File: src/rtl/divseq_pkg.sv
// Shared state encoding, widths and helpers for divider_sequencer.
package divseq_pkg;

  localparam int DIV_W = 32;
  localparam logic [DIV_W-1:0] IDLE_DIVIDER_DEF = 32'd1;

  typedef enum logic [1:0] {
    S_IDLE  = 2'd0,
    S_RUN   = 2'd1,
    S_PAUSE = 2'd2
  } state_e;

  // clkdiv with a zero divider would wrap to 2^32-1, so zero is driven as one.
  function automatic logic [DIV_W-1:0] clamp_div(input logic [DIV_W-1:0] div);
    return (div == 32'd0) ? 32'd1 : div;
  endfunction

endpackage

File: src/rtl/divseq_table.sv
// Step table for divider_sequencer: one write port, one asynchronous read port.
module divseq_table
  import divseq_pkg::*;
#(
  parameter int NUM_STEPS = 8,
  parameter int DWELL_W   = 16,
  parameter int STEP_W    = $clog2(NUM_STEPS)
) (
  input  logic               i_clk,
  input  logic               i_rst,
  input  logic               i_we,
  input  logic [STEP_W-1:0]  i_waddr,
  input  logic [DIV_W-1:0]   i_wdiv,
  input  logic [DWELL_W-1:0] i_wdwell,
  input  logic [STEP_W-1:0]  i_raddr,
  output logic [DIV_W-1:0]   o_rdiv,
  output logic [DWELL_W-1:0] o_rdwell
);

  logic [DIV_W-1:0]   r_div   [NUM_STEPS];
  logic [DWELL_W-1:0] r_dwell [NUM_STEPS];
  logic               w_wr_ok;
  logic               w_rd_ok;

  // Address range checks only exist when the index can exceed the table depth.
  generate
    if (NUM_STEPS == (1 << STEP_W)) begin : g_full
      assign w_wr_ok = 1'b1;
      assign w_rd_ok = 1'b1;
    end else begin : g_part
      localparam logic [STEP_W-1:0] MAX_IDX = STEP_W'(NUM_STEPS - 1);
      assign w_wr_ok = (i_waddr <= MAX_IDX);
      assign w_rd_ok = (i_raddr <= MAX_IDX);
    end
  endgenerate

  always_ff @(posedge i_clk or posedge i_rst) begin
    if (i_rst) begin
      for (int i = 0; i < NUM_STEPS; i++) begin
        r_div[i]   <= 32'd1;
        r_dwell[i] <= DWELL_W'(1'b1);
      end
    end else if (i_we && w_wr_ok) begin
      r_div[i_waddr]   <= i_wdiv;
      r_dwell[i_waddr] <= i_wdwell;
    end
  end

  always_comb begin
    o_rdiv   = 32'd1;
    o_rdwell = DWELL_W'(1'b1);
    if (w_rd_ok) begin
      o_rdiv   = r_div[i_raddr];
      o_rdwell = r_dwell[i_raddr];
    end else begin
      o_rdiv   = 32'd1;
      o_rdwell = DWELL_W'(1'b1);
    end
  end

endmodule

File: src/rtl/divider_sequencer.sv
// Drives clkdiv's divider from a (divider, dwell) step table, counting clk_out toggles.
// Define DIVSEQ_PINGPONG_EN to bounce 0..cfg_last..0 instead of wrapping.
module divider_sequencer
  import divseq_pkg::*;
#(
  parameter int               NUM_STEPS    = 8,
  parameter int               DWELL_W      = 16,
  parameter logic [DIV_W-1:0] IDLE_DIVIDER = IDLE_DIVIDER_DEF,
  localparam int              STEP_W       = $clog2(NUM_STEPS)
) (
  input  logic               clk_in,
  input  logic               rst,
  input  logic               start,
  input  logic               stop,
  input  logic               pause,
  input  logic               cfg_we,
  input  logic [STEP_W-1:0]  cfg_addr,
  input  logic [DIV_W-1:0]   cfg_divider,
  input  logic [DWELL_W-1:0] cfg_dwell,
  input  logic [STEP_W-1:0]  cfg_last,
  input  logic               clk_out_fb,
  output logic [DIV_W-1:0]   divider,
  output logic [STEP_W-1:0]  step_idx,
  output logic               step_strobe,
  output logic               busy
);

  localparam logic [STEP_W-1:0]  IDX_ZERO  = {STEP_W{1'b0}};
  localparam logic [STEP_W-1:0]  IDX_ONE   = STEP_W'(1'b1);
  localparam logic [DWELL_W-1:0] DWELL_ONE = DWELL_W'(1'b1);

  state_e             r_state;
  state_e             w_state_nxt;
  logic               r_fb_q;
  logic               r_first;
  logic               r_ent;
  logic [DIV_W-1:0]   r_wdiv;
  logic [DWELL_W-1:0] r_dwell;
  logic [DWELL_W-1:0] r_count;
  logic [STEP_W-1:0]  w_last;
  logic [STEP_W-1:0]  w_adv_idx;
  logic [STEP_W-1:0]  w_rd_idx;
  logic [DIV_W-1:0]   w_tbl_div;
  logic [DWELL_W-1:0] w_tbl_dwell;
  logic               w_tick;
  logic               w_at_end;
  logic               w_start_entry;
  logic               w_resume;
  logic               w_adv;
  logic               w_count_inc;
  logic               w_enter;

  divseq_table #(
    .NUM_STEPS (NUM_STEPS),
    .DWELL_W   (DWELL_W),
    .STEP_W    (STEP_W)
  ) u_table (
    .i_clk    (clk_in),
    .i_rst    (rst),
    .i_we     (cfg_we),
    .i_waddr  (cfg_addr),
    .i_wdiv   (cfg_divider),
    .i_wdwell (cfg_dwell),
    .i_raddr  (w_rd_idx),
    .o_rdiv   (w_tbl_div),
    .o_rdwell (w_tbl_dwell)
  );

  generate
    if (NUM_STEPS == (1 << STEP_W)) begin : g_last_full
      assign w_last = cfg_last;
    end else begin : g_last_sat
      localparam logic [STEP_W-1:0] MAX_IDX = STEP_W'(NUM_STEPS - 1);
      assign w_last = (cfg_last > MAX_IDX) ? MAX_IDX : cfg_last;
    end
  endgenerate

  // The first RUN cycle after entry or resume never counts a toggle.
  assign w_tick   = (r_state == S_RUN) && !r_first && (r_fb_q ^ clk_out_fb);
  assign w_at_end = (r_count == (r_dwell - DWELL_ONE));
  assign w_enter  = w_start_entry | w_adv;
  assign w_rd_idx = w_start_entry ? IDX_ZERO : w_adv_idx;

  always_ff @(posedge clk_in or posedge rst) begin
    if (rst) begin
      r_state <= S_IDLE;
      r_fb_q  <= 1'b0;
      r_first <= 1'b0;
      r_ent   <= 1'b0;
    end else begin
      r_state <= w_state_nxt;
      r_fb_q  <= clk_out_fb;
      r_first <= w_enter | w_resume;
      r_ent   <= w_enter;
    end
  end

  always_comb begin
    w_state_nxt   = r_state;
    w_start_entry = 1'b0;
    w_resume      = 1'b0;
    w_adv         = 1'b0;
    w_count_inc   = 1'b0;
    case (r_state)
      S_IDLE: begin
        if (stop) begin
          w_state_nxt = S_IDLE;
        end else if (start) begin
          w_state_nxt   = S_RUN;
          w_start_entry = 1'b1;
        end else begin
          w_state_nxt = S_IDLE;
        end
      end
      S_RUN: begin
        if (stop) begin
          w_state_nxt = S_IDLE;
        end else begin
          // A toggle seen in the pausing cycle is still accounted for.
          w_state_nxt = (pause && !start) ? S_PAUSE : S_RUN;
          w_adv       = w_tick && w_at_end;
          w_count_inc = w_tick && !w_at_end;
        end
      end
      S_PAUSE: begin
        if (stop) begin
          w_state_nxt = S_IDLE;
        end else if (start) begin
          w_state_nxt = S_RUN;
          w_resume    = 1'b1;
        end else begin
          w_state_nxt = S_PAUSE;
        end
      end
      default: w_state_nxt = S_IDLE;
    endcase
  end

`ifdef DIVSEQ_PINGPONG_EN
  logic r_dir_up;
  logic w_dir_up_nxt;

  always_comb begin
    w_adv_idx    = step_idx;
    w_dir_up_nxt = r_dir_up;
    if (r_dir_up) begin
      if (step_idx >= w_last) begin
        w_dir_up_nxt = 1'b0;
        w_adv_idx    = (step_idx == IDX_ZERO) ? IDX_ZERO : step_idx - IDX_ONE;
      end else begin
        w_adv_idx = step_idx + IDX_ONE;
      end
    end else begin
      if (step_idx == IDX_ZERO) begin
        w_dir_up_nxt = 1'b1;
        w_adv_idx    = (w_last == IDX_ZERO) ? IDX_ZERO : IDX_ONE;
      end else begin
        w_adv_idx = step_idx - IDX_ONE;
      end
    end
  end

  always_ff @(posedge clk_in or posedge rst) begin
    if (rst) begin
      r_dir_up <= 1'b1;
    end else if (w_start_entry) begin
      r_dir_up <= 1'b1;
    end else if (w_adv) begin
      r_dir_up <= w_dir_up_nxt;
    end
  end
`else
  always_comb begin
    w_adv_idx = IDX_ZERO;
    if (step_idx >= w_last) begin
      w_adv_idx = IDX_ZERO;
    end else begin
      w_adv_idx = step_idx + IDX_ONE;
    end
  end
`endif

  // Working copy of the active entry; table writes land here only on re-entry.
  always_ff @(posedge clk_in or posedge rst) begin
    if (rst) begin
      step_idx <= IDX_ZERO;
      r_wdiv   <= 32'd1;
      r_dwell  <= DWELL_ONE;
      r_count  <= {DWELL_W{1'b0}};
    end else if (w_state_nxt == S_IDLE) begin
      step_idx <= IDX_ZERO;
      r_count  <= {DWELL_W{1'b0}};
    end else if (w_enter) begin
      step_idx <= w_rd_idx;
      r_wdiv   <= clamp_div(w_tbl_div);
      r_dwell  <= (w_tbl_dwell == {DWELL_W{1'b0}}) ? DWELL_ONE : w_tbl_dwell;
      r_count  <= {DWELL_W{1'b0}};
    end else if (w_count_inc) begin
      r_count <= r_count + DWELL_ONE;
    end
  end

  always_ff @(posedge clk_in or posedge rst) begin
    if (rst) begin
      divider     <= IDLE_DIVIDER;
      step_strobe <= 1'b0;
      busy        <= 1'b0;
    end else begin
      busy        <= (w_state_nxt != S_IDLE);
      step_strobe <= r_ent && (w_state_nxt != S_IDLE);
      if (w_state_nxt == S_IDLE) begin
        divider <= IDLE_DIVIDER;
      end else if (r_ent) begin
        divider <= r_wdiv;
      end
    end
  end

endmodule

File: config.mk
export PLATFORM = sky130hd
export DESIGN_NAME = divider_sequencer
export DESIGN_NICKNAME = d
export VERILOG_FILES = /design/src/rtl/divseq_pkg.sv /design/src/rtl/divseq_table.sv /design/src/rtl/divider_sequencer.sv
export SDC_FILE = /design/constraint.sdc
export NUM_CORES = 1
export LEC_CHECK = 0
export ABC_AREA = 1
export CORE_ASPECT_RATIO = 0.8
export CORE_MARGIN = 2
export CORE_UTILIZATION = 35
export CTS_BUF_LIST = sky130_fd_sc_hd__clkbuf_4
export DETAILED_ROUTE_END_ITERATION = 6
export PLACE_DENSITY = 0.58
export SKIP_CTS_REPAIR_TIMING = 1
export SLEW_MARGIN = 20
export SYNTH_ARGS = -nofsm -noshare
export SYNTH_HDL_FRONTEND = slang
export SYNTH_SLANG_ARGS = --single-unit
File: constraint.sdc
create_clock -name clk_in -period 25 [get_ports clk_in]
set_clock_uncertainty 0.1 [all_clocks]
set_input_delay 5 -clock clk_in [delete_from_list [all_inputs] [get_ports clk_in]]
set_output_delay 5 -clock clk_in [all_outputs]
set_load 0.01 [all_outputs]
==> impl_metrics.env <==
export IMPL_synth_main_ff_cell="dfrtp_1"
export IMPL_cp_end_kind="asynchronous set/reset pin"
export IMPL_startpoint_type="primary input"
export IMPL_yosysTopAreaCellShare_pct=51.2
export IMPL_clockRootBuffer="clkbuf_4"
export IMPL_status="complete, no violations"
export IMPL_via_count=19000
export IMPL_area_growth_pct=13.9
export IMPL_setup_tns_ns=0
export IMPL_ir_drop_uv=34.1
export IMPL_synth_cells=2918
export IMPL_synth_seq_cells=490
export IMPL_switching_share_pct=32.1
export IMPL_place_congestion=0.782
export IMPL_cp_slowest_cell="buf_4"
export IMPL_clock_power_share_pct=32.5
export IMPL_synth_top_area_cell="dfrtp_1"
export IMPL_grt_setup_unrepaired="no"
export IMPL_core_mm2=0.0654
export IMPL_async_reset_ff_share_pct=100
export IMPL_timing_final_crit_share_pct=35.1
export IMPL_post_route_util_pct=40.1
export IMPL_synth_distinct_cells=39
export IMPL_hp_class="register to register"
export IMPL_clock_sinks=490
export IMPL_io_pins=98
export IMPL_synth_edff_count=0
export IMPL_leakage_nw=13.0
export IMPL_drtIter0Drc=1366
export IMPL_cp_depth=6
export IMPL_hold_violations=0
export IMPL_drt_first_pass_iters=5
export IMPL_drive_gt1_share_pct=9.84
export IMPL_critPathTopFamily="buffers and inverters"
export IMPL_cts_tree="built"
export IMPL_routedWlPerCell_um=16.3
export IMPL_ys_seq_area_share_pct=53.4
export IMPL_multi_input_area_mm2=0.00896
export IMPL_p_sw_w=0.000701
export IMPL_insertion_delay_ns=0.86
export IMPL_p_comb_share_pct=19.8
export IMPL_crit_buf_inv=6
export IMPL_crit_arrival_ns=9.47
export IMPL_initial_utilization_pct=35.2
export IMPL_cts_path_max_buffers=3
export IMPL_crit_chain="clkdlybuf4s50_1 > inv_8 > buf_4 > buf_4 > buf_4 > buf_4"
export IMPL_wirelength_um=64400
export IMPL_syn_avg_cell_area_um2=7.89
export IMPL_portBuffers=97
export IMPL_die_x_um=291
export IMPL_yosysMostFrequentCell="nand2_1"
export IMPL_yosysWarnings=0
export IMPL_die_area_mm2=0.0678
export IMPL_worstMarginPinSlew_ns=1.13
export IMPL_syn_cell_area_mm2=0.0230
export IMPL_drv_slew=0
export IMPL_p_per_area_mw_per_mm2=83.2
export IMPL_final_area_mm2=0.0262
export IMPL_worstSetupPathType="primary input to asynchronous set/reset pin"
export IMPL_critical_path_max_fanout=111
export IMPL_via_per_inst=4.81
export IMPL_place_worst_setup_slack_ns=15.19
export IMPL_hpwl_um=36000
export IMPL_cp_data_required_time_ns=25.70
export IMPL_gr_total_overflow=0
export IMPL_intPower_w=0.00148
export IMPL_timing_final_ws_setup_ns=16.23
export IMPL_nets=3065
export IMPL_synthTopCellsByArea="dfrtp_1, nand2_1, o21ai_0"
export IMPL_cts_buffers=130
export IMPL_fmax_mhz=114
export IMPL_die_y_um=233
export IMPL_htree_levels=4
export IMPL_synthesis_nets=2985
export IMPL_grt_pass1_wl_um=105000
export IMPL_whs_path_depth=2
export IMPL_clk_pin_slew_ns=0.06
export IMPL_drc=0
export IMPL_fill_cells=6862
export IMPL_grt_max_degree=112
export IMPL_finalSetupViolCount=0
export IMPL_hold_ws_ns=0.363
export IMPL_place_area_mm2=0.0246
export IMPL_maxSlewHeadroom_pct=24.9
export IMPL_cp_slowest_stage_delay_ns=0.89
export IMPL_rows=84
export IMPL_yosys_top_cells_count="nand2_1, dfrtp_1, o21ai_0"
export IMPL_regArea_mm2=0.0123
export IMPL_period_needed_ns=8.77
export IMPL_antenna_found_initial=1
export IMPL_cpMostUsedCell="buf_4"
export IMPL_track_usage_pct=19.5
export IMPL_power_frac_seq_pct=47.6
export IMPL_drv_cap=0
export IMPL_ant_nets=0
export IMPL_grt_pass1_vias=18600
export IMPL_reg2reg_depth=15
## flip-flops by register name, indices dropped and copies added, names as in the netlist, 2 cells and up
name,cells
divider,32
r_state,2
r_dwell,16
r_wdiv,32
u_table.r_div,256
step_idx,3
r_count,16
u_table.r_dwell,128
## stage by stage
step                instances  power (W)
floorplan                2918    0.00134
detailed placement       3726    0.00149
global route             3939    0.00234
finish                   3939    0.00218
global placement         3726    0.00148
CTS                      3938    0.00221
## per-layer routing
| metal | part of all wire (%) | global-route usage, % | vias to the layer above | wire length (um) |
|---|---|---|---|---|
| li1 | - | - | 9488 | - |
| met1 | 47 | 26.0 | 8939 | 30400 |
| met2 | 46 | 31.5 | 416 | 29300 |
| met3 | 4.4 | 3.69 | 108 | 2840 |
| met4 | 2.8 | 7.37 | 0 | 1820 |
| met5 | 0 | 0 | - | 0 |
## power groups by stage
| stage | Clock [W] | Sequential (W) | Combinational (W) |
|---|---|---|---|
| 2_1_floorplan | 0 | 0.00102 | 0.000324 |
| 3_3_place_gp | 0 | 0.00105 | 0.000428 |
| 3_5_place_dp | 0 | 0.00105 | 0.000436 |
| 4_1_cts | 0.000731 | 0.00104 | 0.000437 |
| 5_1_grt | 0.000773 | 0.00106 | 0.000509 |
| 6_report | 0.000710 | 0.00104 | 0.000432 |
## layout make-up
type	instances	area share [%]
multi-input cells	1955	34.2
repair buffers	120	4.39
well taps	860	4.10
flip-flops and latches	490	46.9
clock inverters	19	0.573
clock buffers	193	5.53
diodes	1	0.00954
inverters	301	4.35
## tightest hold or removal path: cells and delay by family (launching register included)
family / cells / cell delay (ns)
DFF: 1 / 0.37
and+or+nand+nor: 2 / 0.09
## placed cells by master, fill, tap and decap left out, types with 4 or more instances in the layout
master,instances
o211ai_1,39
clkdlybuf4s50_1,97
nor2_1,180
nor3_1,5
clkbuf_4,193
inv_1,298
xor2_1,16
nor2_4,4
nand2_4,4
or2_2,31
buf_4,21
nand2_1,894
nand3_1,218
xnor2_1,12
nor2_2,7
dfrtp_1,471
o21ai_1,32
o21ai_0,452
ha_1,6
clkinv_1,15
dfstp_2,19
nand4_1,19
a21oi_1,9
o21bai_1,6
## cell families (layout without fill, tap and decap cells)
kind of cell,count (synthesis),count (layout),synth area share [%]
AOI/OAI and AO/OA,539,539,12.2
other,0,1,0
and+or+nand+nor,1382,1382,24.9
xor gates and xnor gates,28,28,1.07
DFF,490,490,53.4
buffers and inverters,473,633,8.15
adders and majority gates,6,6,0.326
## final timing paths
path	start	to	slack [ns]
worst max register to register	step_idx[0]	r_wdiv[0]	20.45
worst max-delay path	rst	u_table.r_div[125]	16.23
worst min register to register	divider[0]	divider[0]	0.36
max in group clk_in	cfg_last[2]	r_wdiv[0]	16.41
worst min-delay path	divider[0]	divider[0]	0.36
min in group asynchronous	rst	u_table.r_dwell[106]	4.62
No activity file was read; power rests on OpenSTA's default activity.
